--- src/rtl/fu_seq_mult.sv ---
// rtl/fu_seq_mult.sv - 8x8 signed sequential shift-add multiplier FU with C/V/N/Z flags
// Optional build macro: FU_MULT_SAT_EN (saturate R on signed overflow).
module fu_seq_mult (
    input  logic       clk,
    input  logic       rst,
    input  logic       start,
    input  logic [7:0] A,
    input  logic [7:0] B,
    output logic [7:0] R,
    output logic       C,
    output logic       V,
    output logic       N,
    output logic       Z,
    output logic       busy,
    output logic       done
);

    localparam logic [1:0] IDLE = 2'd0;
    localparam logic [1:0] RUN  = 2'd1;
    localparam logic [1:0] SIGN = 2'd2;
    localparam logic [1:0] DONE = 2'd3;

    logic [1:0]  state;
    logic [2:0]  count;
    logic [15:0] mcand;
    logic [7:0]  mplier;
    logic [15:0] acc;
    logic        sign;

    logic [7:0]  aMag;
    logic [7:0]  bMag;
    logic [15:0] prod;
    logic        cNext;
    logic        vNext;
    logic [7:0]  rNext;

    always_comb begin
        aMag = A[7] ? 8'(-A) : A;
        bMag = B[7] ? 8'(-B) : B;
    end

    // Sign fix and flag derivation from the accumulated magnitude
    always_comb begin
        prod  = sign ? 16'(-acc) : acc;
        cNext = |acc[15:8];
        vNext = ~((&prod[15:7]) | ~(|prod[15:7]));
`ifdef FU_MULT_SAT_EN
        if (vNext)
            rNext = sign ? 8'h80 : 8'h7F;
        else
            rNext = prod[7:0];
`else
        rNext = prod[7:0];
`endif
    end

    always_ff @(posedge clk) begin
        if (rst) begin
            state  <= IDLE;
            count  <= 3'd0;
            mcand  <= 16'd0;
            mplier <= 8'd0;
            acc    <= 16'd0;
            sign   <= 1'b0;
            R      <= 8'h00;
            C      <= 1'b0;
            V      <= 1'b0;
            N      <= 1'b0;
            Z      <= 1'b0;
        end else begin
            case (state)
                IDLE: begin
                    if (start) begin
                        mcand  <= {8'd0, aMag};
                        mplier <= bMag;
                        sign   <= A[7] ^ B[7];
                        acc    <= 16'd0;
                        count  <= 3'd0;
                        state  <= RUN;
                    end
                end
                RUN: begin
                    if (mplier[0])
                        acc <= acc + mcand;
                    mplier <= mplier >> 1;
                    mcand  <= mcand << 1;
                    count  <= count + 3'd1;
                    if (count == 3'd7)
                        state <= SIGN;
                end
                SIGN: begin
                    R     <= rNext;
                    C     <= cNext;
                    V     <= vNext;
                    N     <= rNext[7];
                    Z     <= (rNext == 8'h00);
                    state <= DONE;
                end
                default: begin
                    state <= IDLE;
                end
            endcase
        end
    end

    assign busy = (state != IDLE);
    assign done = (state == DONE);

endmodule

--- config.mk ---
export PLATFORM = sky130hd
export DESIGN_NAME = fu_seq_mult
export DESIGN_NICKNAME = d
export VERILOG_FILES = /design/src/rtl/fu_seq_mult.sv
export SDC_FILE = /design/constraint.sdc
export NUM_CORES = 1
export LEC_CHECK = 0
export BUFFER_PORTS_ARGS = -buffer_cell sky130_fd_sc_hd__clkbuf_2
export CORE_MARGIN = 10
export CORE_UTILIZATION = 34
export DETAILED_ROUTE_END_ITERATION = 16
export GPL_TIMING_DRIVEN = 1
export PLACE_DENSITY = 0.6
export SETUP_SLACK_MARGIN = 0.4
export SLEW_MARGIN = 30
export SYNTH_ARGS = -nofsm -noshare
export SYNTH_HDL_FRONTEND = slang
export SYNTH_SLANG_ARGS = --single-unit
export TNS_END_PERCENT = 5
--- constraint.sdc ---
create_clock -name clk -period 4.8 [get_ports clk]
set_input_delay 0.96 -clock clk [delete_from_list [all_inputs] [get_ports clk]]
set_output_delay 0.96 -clock clk [all_outputs]
set_load 0.005 [all_outputs]
# Word-level counts from Yosys, hierarchy flattened
# Index checks and enable logic that the tools add are counted.
[op_classes]
n_addsub = 5
eq_ne = 7
muxes = 15
bitwise = 4
reduce_logical = 11
[ops]
columns = ["operator", "n"]
rows = [
  ["$mux W16", 4],
  ["$pmux W16 S2", 2],
  ["$mux W8", 3],
  ["$add A16 B16 Y16", 1],
  ["$neg A16 Y16", 1],
  ["$neg A8 Y8", 2],
  ["$pmux W8 S2", 1],
  ["$reduce_and A9 Y1", 1],
  ["$reduce_or A9 Y1", 1],
  ["$logic_not A8 Y1", 1],
  ["$reduce_or A8 Y1", 1],
  ["$ne A2 B2 Y1 const B", 3],
  ["$pmux W2 S3", 1],
  ["$pmux W3 S2", 1],
  ["$reduce_and A2 Y1", 3],
  ["$eq A2 B2 Y1 const B", 2],
  ["$mux W2", 2],
  ["$reduce_bool A2 Y1", 2],
  ["$add A3 B1 Y3 const B", 1],
  ["$eq A3 B3 Y1 const B", 1],
  ["$mux W3", 1],
  ["$reduce_and A3 Y1", 1],
  ["$eq A2 B1 Y1 const B", 1],
  ["$logic_not A2 Y1", 1],
  ["3 further kinds", 4],
]
[word_totals]
ff_bits = 58
in_bits = 19
out_inout_bits = 14
elab_cells = 53

# Longest topological paths before layout
# Gate-level depths: netlist of run 1.
[depth]
word_depth = 6
mapped_depth = 10
ltp_nobuf = 9

# Worst setup path after synthesis of run 1
# No wires, ideal clock.
[synth_timing]
path_type = "input-to-reg"
from = "in start"
to = "reg acc[15]"
setup_ps = 114
t_arrival_ps = 2210
t_required_ps = 4686
setup_slack_ps = 2476
path_stages = 7
n_path_buf = 1
cell_sequence = "nand2b_1 > a21boi_2 > o21ai_2 > nor2b_1 > buf_2 > a31o_1 > a21o_1"
[synth_between]
elab_chain_cells = 2
[synth_rtl]
columns = ["element", "line_no", "text"]
rows = [
  ["start, declared", "6", "input logic start,"],
  ["$ne A2 B2 Y1 (no source line)", "-", ""],
  ["$reduce_and A3 Y1 (no source line)", "-", ""],
  ["end signal, assigned", "84", "acc <= acc + mcand;"],
  ["end, declared", "27", "logic [15:0] acc;"],
]
# No other way between the ends.
# A chain may end at the register's enable or synchronous reset.

# Worst setup path in the final report of run 1
[layout_timing]
from = "reg state[1]"
to = "reg acc[15]"
[layout_between]
elab_chain_cells = 3
word_cells_on_any_way = 7
cone_classes = "eq/ne: 3; mux: 1; reduce/logical: 3"
[layout_rtl]
columns = ["element", "line_no", "text"]
rows = [
  ["start, declared", "23", "logic [1:0] state;"],
  ["start signal, assigned", "59", "state <= IDLE;"],
  ["start signal, assigned", "79", "state <= RUN;"],
  ["start signal, assigned", "89", "state <= SIGN;"],
  ["$eq A2 B1 Y1 or $logic_not A2 Y1 (tied branches)", "71", "case (state)"],
  ["$ne A2 B2 Y1 (no source line) or $reduce_bool A2 Y1 (tied branches)", "-", ""],
  ["$reduce_and A3 Y1 (no source line)", "-", ""],
]
# Parallel ways exist; a longest one is shown, timed or not.

==> results of run 1 <==
[sequential cells by signal, summed over array words and instances, names as in the netlist, 2 cells and up]
signal	flops
mplier	8
R	8
state	2
acc	16
mcand	16
count	3
[worst max-delay path, cell delays in order (launching register included)]
cell and delay, ns:
dfxtp_1 0.34, inv_1 0.09, ha_1 0.49, inv_2 0.29, a21boi_2 0.67, o21ai_2 0.28
nor2b_1 0.30, a31o_1 0.26, a21o_1 0.16
[through the flow]
| stage | instances | instance area, µm² | util [%] | setup slack, ns | hold slack, ns |
|---|---|---|---|---|---|
| 6_report | 635 | 4374 | 40.00 | 1.811 | 0.4501 |
| 5_1_grt | 635 | 4374 | 40.00 | 1.453 | 0.4715 |
| 4_1_cts | 635 | 4374 | 40.00 | 1.828 | 0.4515 |
| 3_5_place_dp | 619 | 4010 | 36.67 | 1.765 | 0.4448 |
| 3_3_place_gp | 619 | 4008 | 36.65 | 1.827 | 0.4486 |
| 2_1_floorplan | 478 | 3820 | - | 2.476 | 0.4268 |
[where the power goes]
group,switching (mW),internal [mW]
clock network,0.223,0.549
logic,0.483,0.286
registers,0.0902,0.582
total,0.796,1.42
[path summary, 6_finish.rpt]
kind / start / end / slack [ns] / cells past startpoint
max: state[1] / acc[15] / 1.81 / 8
min: mplier[4] / mplier[4] / 0.45 / 2
max reg2reg: state[1] / acc[15] / 1.81 / 8
min reg2reg: mplier[4] / mplier[4] / 0.45 / 2
[layer usage]
layer  wire [µm]  share of wire, %  vias up  global-route usage (%)
met2        4465                48       49                   20.64
met3         324               3.5       12                   2.223
li1            -                 -     1771                       -
met4         125               1.3        0                   4.019
met1        4374                47     1616                   13.89
met5           0                 0        -                       0
[placed cells by master, fill, tap and decap left out, types with 5 or more instances in the layout]
cell type  Yosys  layout
nor4_1         8       8
o31ai_1        7       7
o21ai_0       16      16
a21oi_1       29      29
a22oi_1       16      16
clkbuf_2       0      31
nor2_1        49      49
nor3_1         8       8
nand4_1        5       5
ha_1          24      24
clkbuf_16      0       9
o211ai_1      14      14
mux2i_1        9       9
a211oi_1      13      13
xnor2_1       16      16
nand2_1       47      47
dfxtp_1       57      57
nand3_1        8       8
o21ai_1        5       5
or3_1          6       6
a32oi_1        5       5
xor2_1        13      13
inv_1         22      22
nor2b_1        6       6
a31oi_1        7       7
nand2b_1       7       7
[area by class of cell]
| type | instances | share of cell area (%) |
|---|---|---|
| clock inverter | 4 | 2.231 |
| clock buffer | 12 | 6.093 |
| inverter | 23 | 1.974 |
| sequential | 57 | 26.09 |
| tap | 140 | 4.005 |
| multi-input combinational | 366 | 55.72 |
| timing repair buffer | 33 | 3.890 |
[cell families (layout without fill, tap and decap cells)]
family / Yosys count / in the layout / synth area share, %
adders and majority gates: 25 / 25 / 8.385
xor gates and xnor gates: 29 / 29 / 6.649
and+or+nand+nor: 160 / 160 / 20.64
AOI/OAI and AO/OA: 142 / 142 / 25.48
muxes: 10 / 10 / 2.653
buffers and inverters: 55 / 72 / 6.321
DFF: 57 / 57 / 29.87
==> impl_metrics.env, run 1 <==
export IMPL_synthArstFlopShare_pct=0
export IMPL_cts_clk_slew_worst_paths_ns=0.05
export IMPL_start_kind="flop"
export IMPL_viasPerCell=5.430
export IMPL_cts_buffer_depth=2
export IMPL_ys_dominant_reg_cell="dfxtp_1"
export IMPL_grt_max_degree=54
export IMPL_cts_made_buffers=9
export IMPL_yosys_top_cells_count="dfxtp_1, nor2_1, nand2_1"
export IMPL_yosysTopAreaCell="dfxtp_1"
export IMPL_setup_tns_ns=0
export IMPL_setup_viol=0
export IMPL_power_mw=2.213
export IMPL_period_needed_ns=2.989
export IMPL_seq_area_um2=1141
export IMPL_ctsHtreeMaxLevel=3
export IMPL_die_w_um=126.0
export IMPL_synth_distinct_cells=61
export IMPL_critPathKind="flop to flop"
export IMPL_synth_edf_count=0
export IMPL_irDropWorstVdd_uv=213.5
export IMPL_synth_seq_cells=57
export IMPL_port_buffers=32
export IMPL_skew_ns=0.004966
export IMPL_yosysWarnings=0
export IMPL_end_kind="flop"
export IMPL_yosysMostFrequentCell="dfxtp_1"
export IMPL_post_cts_buffers=0
export IMPL_grt_first_pass_wirelength_mm=16.11
export IMPL_antenna_found_initial=0
export IMPL_multiInputGateArea_um2=2437
export IMPL_fin_crit_sh_pct=62.28
export IMPL_fillers=1109
export IMPL_drive_gt1_share_pct=11.92
export IMPL_cts_resized=0
export IMPL_placementRows=38
export IMPL_die_area_um2=15870
export IMPL_hold_class="flop to flop"
export IMPL_syn_area_per_cell_um2=7.991
export IMPL_synthesis_nets=522
export IMPL_area_growth_pct=14.51
export IMPL_yosysTopAreaCellShare_pct=29.87
export IMPL_wl_per_cell_um=14.63
export IMPL_grt_pass1_vias=3416
export IMPL_overflow=0
export IMPL_design_core_area_um2=10940
export IMPL_tightest_slew_ns=0.7319
export IMPL_num_vias=3448
export IMPL_initialDrtViolationCount=243
export IMPL_wl_mm=9.289
export IMPL_boundaryPins=33
export IMPL_path_max_fanout=22
export IMPL_die_h_um=126.0
export IMPL_final_antenna_net_count=0
export IMPL_nets=534
export IMPL_status="completed"
export IMPL_hpwl_mm=6.784
export IMPL_cts_sinks=57
export IMPL_rsz0062_at_grt="false"
export IMPL_start_util_pct=34.93
export IMPL_cts_root_buffer="clkbuf_16"
export IMPL_drv_slew=0
export IMPL_drc=0
export IMPL_crit_required_ns=5.02
export IMPL_hold_buffers=0
export IMPL_synthCells=478
export IMPL_first_pass_iters=4
export IMPL_tritoncts="yes"
export IMPL_p_leak_nw=1.747
export IMPL_hold_viol=0
export IMPL_fmax_mhz=334.5
export IMPL_relSlewSlack_pct=50.92
export IMPL_diodes=0
export IMPL_synth_seq_area_share_pct=29.87
export IMPL_track_usage_pct=11.73
export IMPL_gp_congestion=0.8570
export IMPL_clk_insertion_delay_late_ns=0.32
export IMPL_synthTopCellsByArea="dfxtp_1, ha_1, nor2_1, nand2_1, a21oi_1"
export IMPL_critical_path_arrival_ns=3.21
export IMPL_p_per_area_nw_per_um2=505.9
export IMPL_synthesis_area_um2=3820
export IMPL_cap_violations=0
No activity file was read; power rests on OpenSTA's default activity.
==> run 2, diff against run 1 <==
--- a/config.mk
+++ b/config.mk
@@ -5,6 +5,7 @@
 export SDC_FILE = /design/constraint.sdc
 export NUM_CORES = 1
 export LEC_CHECK = 0
+export ABC_AREA = 1
 export BUFFER_PORTS_ARGS = -buffer_cell sky130_fd_sc_hd__clkbuf_2
 export CORE_MARGIN = 10
 export CORE_UTILIZATION = 34
==> constraint.sdc (replaced) <==
create_clock -name clk -period 2.8 [get_ports clk]
set_input_delay 0.56 -clock clk [delete_from_list [all_inputs] [get_ports clk]]
set_output_delay 0.56 -clock clk [all_outputs]
set_load 0.005 [all_outputs]
==> impl_metrics.env, run 2 <==
export IMPL_rsz0062_at_grt="false"
export IMPL_yosysWarnings=0
export IMPL_setup_tns_ns=0
export IMPL_drive_gt1_share_pct=10.17
export IMPL_drc=0
export IMPL_tightest_slew_ns=0.5087
export IMPL_synth_seq_cells=57
export IMPL_layout_commonest_cell="nand2_1"
export IMPL_grt_pass1_vias=3476
export IMPL_wl_per_cell_um=13.13
export IMPL_end_kind="flop"
export IMPL_cts_root_buffer="clkbuf_8"
export IMPL_tritoncts="yes"
export IMPL_fmax_mhz=464.0
export IMPL_die_h_um=124.7
export IMPL_hold_viol=0
export IMPL_synth_distinct_cells=38
export IMPL_yosys_top_cells_count="nand2_1, a21oi_1, dfxtp_1"
export IMPL_hold_class="flop to flop"
export IMPL_clk_insertion_delay_late_ns=0.35
export IMPL_place_ws_ns=0.6851
export IMPL_most_common_layout_cells="nand2_1, a21oi_1, dfxtp_1, inv_1, nor2_1"
export IMPL_ctsHtreeMaxLevel=3
export IMPL_cts_sinks=57
export IMPL_hold_ws_ns=0.4723
export IMPL_relSlewSlack_pct=66.05
export IMPL_wl_mm=9.717
export IMPL_final_antenna_net_count=0
export IMPL_start_kind="flop"
export IMPL_area_growth_pct=13.13
export IMPL_crit_required_ns=3.07
export IMPL_grt_max_degree=44
export IMPL_synth_edf_count=0
export IMPL_track_usage_pct=12.29
export IMPL_cts_buffer_depth=2
export IMPL_p_per_area_nw_per_um2=738.5
export IMPL_critPathKind="flop to flop"
export IMPL_synth_seq_area_share_pct=30.63
export IMPL_reg_top3="acc: 16 flops, mcand: 16 flops"
export IMPL_start_util_pct=34.51
export IMPL_hold_buffers=0
export IMPL_hpwl_mm=7.347
export IMPL_ys_dominant_reg_cell="dfxtp_1"
export IMPL_post_cts_buffers=0
export IMPL_syn_area_per_cell_um2=6.581
export IMPL_viasPerCell=4.974
export IMPL_antenna_found_initial=0
export IMPL_design_core_area_um2=10790
export IMPL_yosysTopAreaCell="dfxtp_1"
export IMPL_cap_violations=0
export IMPL_fillers=1096
export IMPL_grt_first_pass_wirelength_mm=16.32
export IMPL_placementRows=38
export IMPL_p_leak_nw=1.945
export IMPL_skew_ns=0.01138
export IMPL_status="completed"
export IMPL_setup_viol=0
export IMPL_yosysMostFrequentCell="nand2_1"
export IMPL_fin_crit_sh_pct=76.97
export IMPL_irDropWorstVdd_uv=329.3
export IMPL_setup_ws_ns=0.6450
export IMPL_first_pass_iters=4
export IMPL_path_max_fanout=17
export IMPL_yosysTopAreaCellShare_pct=30.63
export IMPL_nets=639
export IMPL_synthesis_nets=610
export IMPL_port_buffers=32
export IMPL_synthArstFlopShare_pct=0
export IMPL_critical_path_arrival_ns=2.43
export IMPL_utilization_pct=39.04
export IMPL_num_vias=3681
export IMPL_die_w_um=124.7
export IMPL_period_needed_ns=2.155
export IMPL_die_area_um2=15540
export IMPL_cts_made_buffers=9
export IMPL_boundaryPins=33
export IMPL_synthesis_area_um2=3725
export IMPL_synthCells=566
export IMPL_diodes=0
export IMPL_cts_clk_slew_worst_paths_ns=0.08
export IMPL_initialDrtViolationCount=301
export IMPL_cts_resized=0
export IMPL_drv_slew=0
export IMPL_synthTopCellsByArea="dfxtp_1, nand2_1, a21oi_1, ha_1, inv_1"
export IMPL_overflow=0
export IMPL_gp_congestion=0.9163
==> run 2: path summary, 6_finish.rpt <==
kind | startpoint | to | slack [ns] | cells after the start
max | state[0] | acc[9] | 0.64 | 9
max reg2reg | state[0] | acc[9] | 0.64 | 9
min | count[1] | count[1] | 0.47 | 2
min reg2reg | count[1] | count[1] | 0.47 | 2
==> run 2: cell families (layout without fill, tap and decap cells) <==
logic type,after synthesis,after routing,synth area share [%]
simple gates,241,241,26.74
xor+xnor,10,10,2.352
compound gates,154,154,23.35
buf+inv,79,113,8.331
flops,57,57,30.63
fa+ha+maj,25,25,8.599
==> run 2: through the flow <==
step	instance area, µm²	instances	power (mW)
after floorplan	3725	566	1.979
after global placement	4020	724	2.317
after detailed placement	4020	724	2.343
after CTS	4214	740	3.145
after global routing	4214	740	3.353
final	4214	740	3.112
==> run 2: layer usage <==
metal	vias up	share of wire (%)	routed length (µm)	GRT usage, %
li1	1960	-	-	-
met2	68	46	4455	19.85
met1	1639	48	4680	15.52
met5	-	0	0	0
met4	0	2.0	190	5.689
met3	14	4.0	390	2.128
==> run 2: layout make-up <==
class | count | area (µm²) | area share, %
Clock buffer | 10 | 127.6 | 3.028
Multi-Input combinational cell | 430 | 2273 | 53.95
Timing Repair Buffer | 39 | 212.7 | 5.048
Clock inverter | 6 | 66.31 | 1.574
Tap cell | 140 | 175.2 | 4.157
Sequential cell | 57 | 1141 | 27.08
Inverter | 58 | 217.7 | 5.166
==> run 2: critical path, stage by stage, from the launching register on <==
cell     delay (ns)
dfxtp_1        0.37
inv_1          0.09
ha_1           0.29
o21ai_4        0.39
o21ai_4        0.24
nor2_4         0.20
inv_2          0.13
a21oi_1        0.12
o21ai_1        0.10
a21oi_1        0.14
==> run 2: power by group <==
group	internal, mW	switching, mW	total (mW)	leakage, nW
Clock	0.412	0.383	0.795	0.0889
Combinational	0.424	0.793	1.22	1.39
Sequential	0.975	0.124	1.10	0.464
==> run 3, diff against run 2 <==
==> constraint.sdc (replaced) <==
create_clock -name clk -period 2 [get_ports clk]
set_input_delay 0.4 -clock clk [delete_from_list [all_inputs] [get_ports clk]]
set_output_delay 0.4 -clock clk [all_outputs]
set_load 0.005 [all_outputs]
==> impl_metrics.env, run 3 (synthesized netlist as in run 2, its figures left out) <==
export IMPL_setup_tns_ns=0
export IMPL_hold_viol=0
export IMPL_drive_gt1_share_pct=21.88
export IMPL_placedCellCount=731
export IMPL_start_util_pct=34.51
export IMPL_fillers=1092
export IMPL_cts_sinks=57
export IMPL_critPathTopFamily="adder cells"
export IMPL_cts_made_buffers=9
export IMPL_period_needed_ns=1.765
export IMPL_critPathKind="flop to flop"
export IMPL_tritoncts="yes"
export IMPL_grt_max_degree=44
export IMPL_hpwl_mm=7.491
export IMPL_critical_path_arrival_ns=1.97
export IMPL_most_common_layout_cells="nand2_1, a21oi_1, inv_1, nor2_1, dfxtp_1"
export IMPL_relSlewSlack_pct=66.77
export IMPL_die_h_um=124.7
export IMPL_status="completed"
export IMPL_p_sw_share_pct=41.26
export IMPL_viasPerCell=5.073
export IMPL_worst_path_most_repeated_cell="a21oi_1"
export IMPL_cap_violations=0
export IMPL_slowest_stage="fa_2"
export IMPL_p_sw_mw=1.957
export IMPL_drv_slew=0
export IMPL_p_per_area_nw_per_um2=1030
export IMPL_die_area_um2=15540
export IMPL_gp_congestion=0.8679
export IMPL_fin_crit_sh_pct=88.23
export IMPL_stdcell_count=757
export IMPL_grt_pass1_vias=3742
export IMPL_start_kind="flop"
export IMPL_cts_root_buffer="clkbuf_8"
export IMPL_multiInputGateArea_um2=2489
export IMPL_initialDrtViolationCount=227
export IMPL_crit_chain="ha_4 -> inv_1 -> fa_2 -> o31ai_4 -> nand3_1 -> nand3_2 -> a21oi_1 -> o21ai_1 -> a21oi_1"
export IMPL_diodes=0
export IMPL_overflow=0
export IMPL_seq_area_um2=1169
export IMPL_grt_first_pass_wirelength_mm=17.19
export IMPL_drc=0
export IMPL_max_stage_delay_ns=0.40
export IMPL_die_w_um=124.7
export IMPL_path_max_fanout=3
export IMPL_area_growth_pct=23.65
export IMPL_final_antenna_net_count=0
export IMPL_seq_power_share_pct=33.8
export IMPL_ctsHtreeMaxLevel=3
export IMPL_reg_top3="acc: 16 flops, mcand: 16 flops"
export IMPL_port_buffers=32
export IMPL_first_pass_iters=5
export IMPL_wl_mm=10.25
export IMPL_fmax_mhz=566.7
export IMPL_layout_commonest_cell="nand2_1"
export IMPL_skew_ns=0.007281
export IMPL_boundaryPins=33
export IMPL_p_leak_nw=2.054
export IMPL_end_kind="flop"
export IMPL_track_usage_pct=12.91
export IMPL_placementRows=38
export IMPL_cts_clk_slew_worst_paths_ns=0.07
export IMPL_irDropWorstVdd_uv=428.7
export IMPL_internal_power_mw=2.786
export IMPL_hold_class="input pin to flop"
export IMPL_rsz0062_at_grt="true"
export IMPL_setup_viol=0
export IMPL_clk_insertion_delay_late_ns=0.34
export IMPL_p_clk_share_pct=23.2
export IMPL_crit_required_ns=2.21
export IMPL_cp_buffers_inverters=1
export IMPL_antenna_found_initial=0
export IMPL_design_core_area_um2=10790
export IMPL_cts_buffer_depth=2
export IMPL_wl_per_cell_um=13.54
export IMPL_tightest_slew_ns=0.4985
export IMPL_pwr_share_comb_pct=43.1
export IMPL_nets=656
export IMPL_num_vias=3840
==> run 3: cell count changes in the layout (fill, tap and decap cells not counted), moves of 3 or more <==
cell     before  now
nand2_2       1   10
dfxtp_4       0    3
ha_1         24   14
nor3_1        9    6
a21oi_2       0    7
inv_1        56   51
a21oi_1      84   77
dfxtp_2       0   13
dfxtp_1      57   41
nand2_1     141  132
buf_4         7   23
inv_4         0    3
ha_4          0    9
==> run 3: area by class of cell <==
type / instances / share of cell area [%]
sequential: 57 / 25.37
clock inverter: 7 / 1.548
tap: 140 / 3.803
clock buffer: 9 / 2.689
timing repair buffer: 56 / 7.552
multi-input combinational: 430 / 54.03
inverter: 58 / 4.999
==> run 3: worst paths after layout <==
| kind | startpoint | end | slack [ns] | cells past startpoint |
|---|---|---|---|---|
| worst max register to register | acc[0] | acc[12] | 0.24 | 9 |
| worst min-delay path | A[0] | mcand[0] | 0.35 | 3 |
| worst min register to register | count[0] | count[0] | 0.47 | 1 |
| worst max-delay path | acc[0] | acc[12] | 0.24 | 9 |
==> run 3: power groups by stage <==
stage                     Combinational, mW  Sequential, mW  Clock [mW]
after floorplan                        1.27            1.52           0
after CTS                              1.99            1.58        1.12
final                                  2.04            1.60        1.10
after global routing                   2.30            1.63        1.17
after detailed placement               1.80            1.58           0
after global placement                 1.78            1.57           0
==> run 3: worst reg2reg max path: cells and delay by family (launching register included) <==
family,cells,cell delay (ns)
flops,1,0.38
simple gates,2,0.21
buf+inv,1,0.05
compound gates,4,0.45
fa+ha+maj,2,0.55
==> run 3: through the flow <==
stage	cell area [µm²]	worst slack (ns)	utilization, %	total power, mW	hold WS, ns
after floorplan	3760	0.3847	-	2.798	0.4286
after global routing	4606	0.1346	42.67	5.110	0.3546
after CTS	4433	0.2327	41.07	4.690	0.3379
after global placement	4108	0.1648	38.06	3.353	0.4504
after detailed placement	4108	0.1289	38.06	3.387	0.4555
final	4606	0.2354	42.67	4.744	0.3494
==> run 3: routing by layer <==
| metal | up-vias | wire length (µm) | track usage, % |
|---|---|---|---|
| met3 | 11 | 335 | 2.723 |
| met5 | - | 0 | 0 |
| met4 | 0 | 114 | 4.181 |
| li1 | 1991 | - | - |
| met1 | 1773 | 4861 | 15.81 |
| met2 | 65 | 4934 | 21.90 |
==> run 3: timing repair <==
| action | CTS | global route |
|---|---|---|
| resized for setup | 23 | 45 |
| hold buffers | 0 | 0 |
| buffers inserted | 7 | 3 |
| pin swaps | 3 | 11 |
| setup endpoints to repair | 42 | 41 |
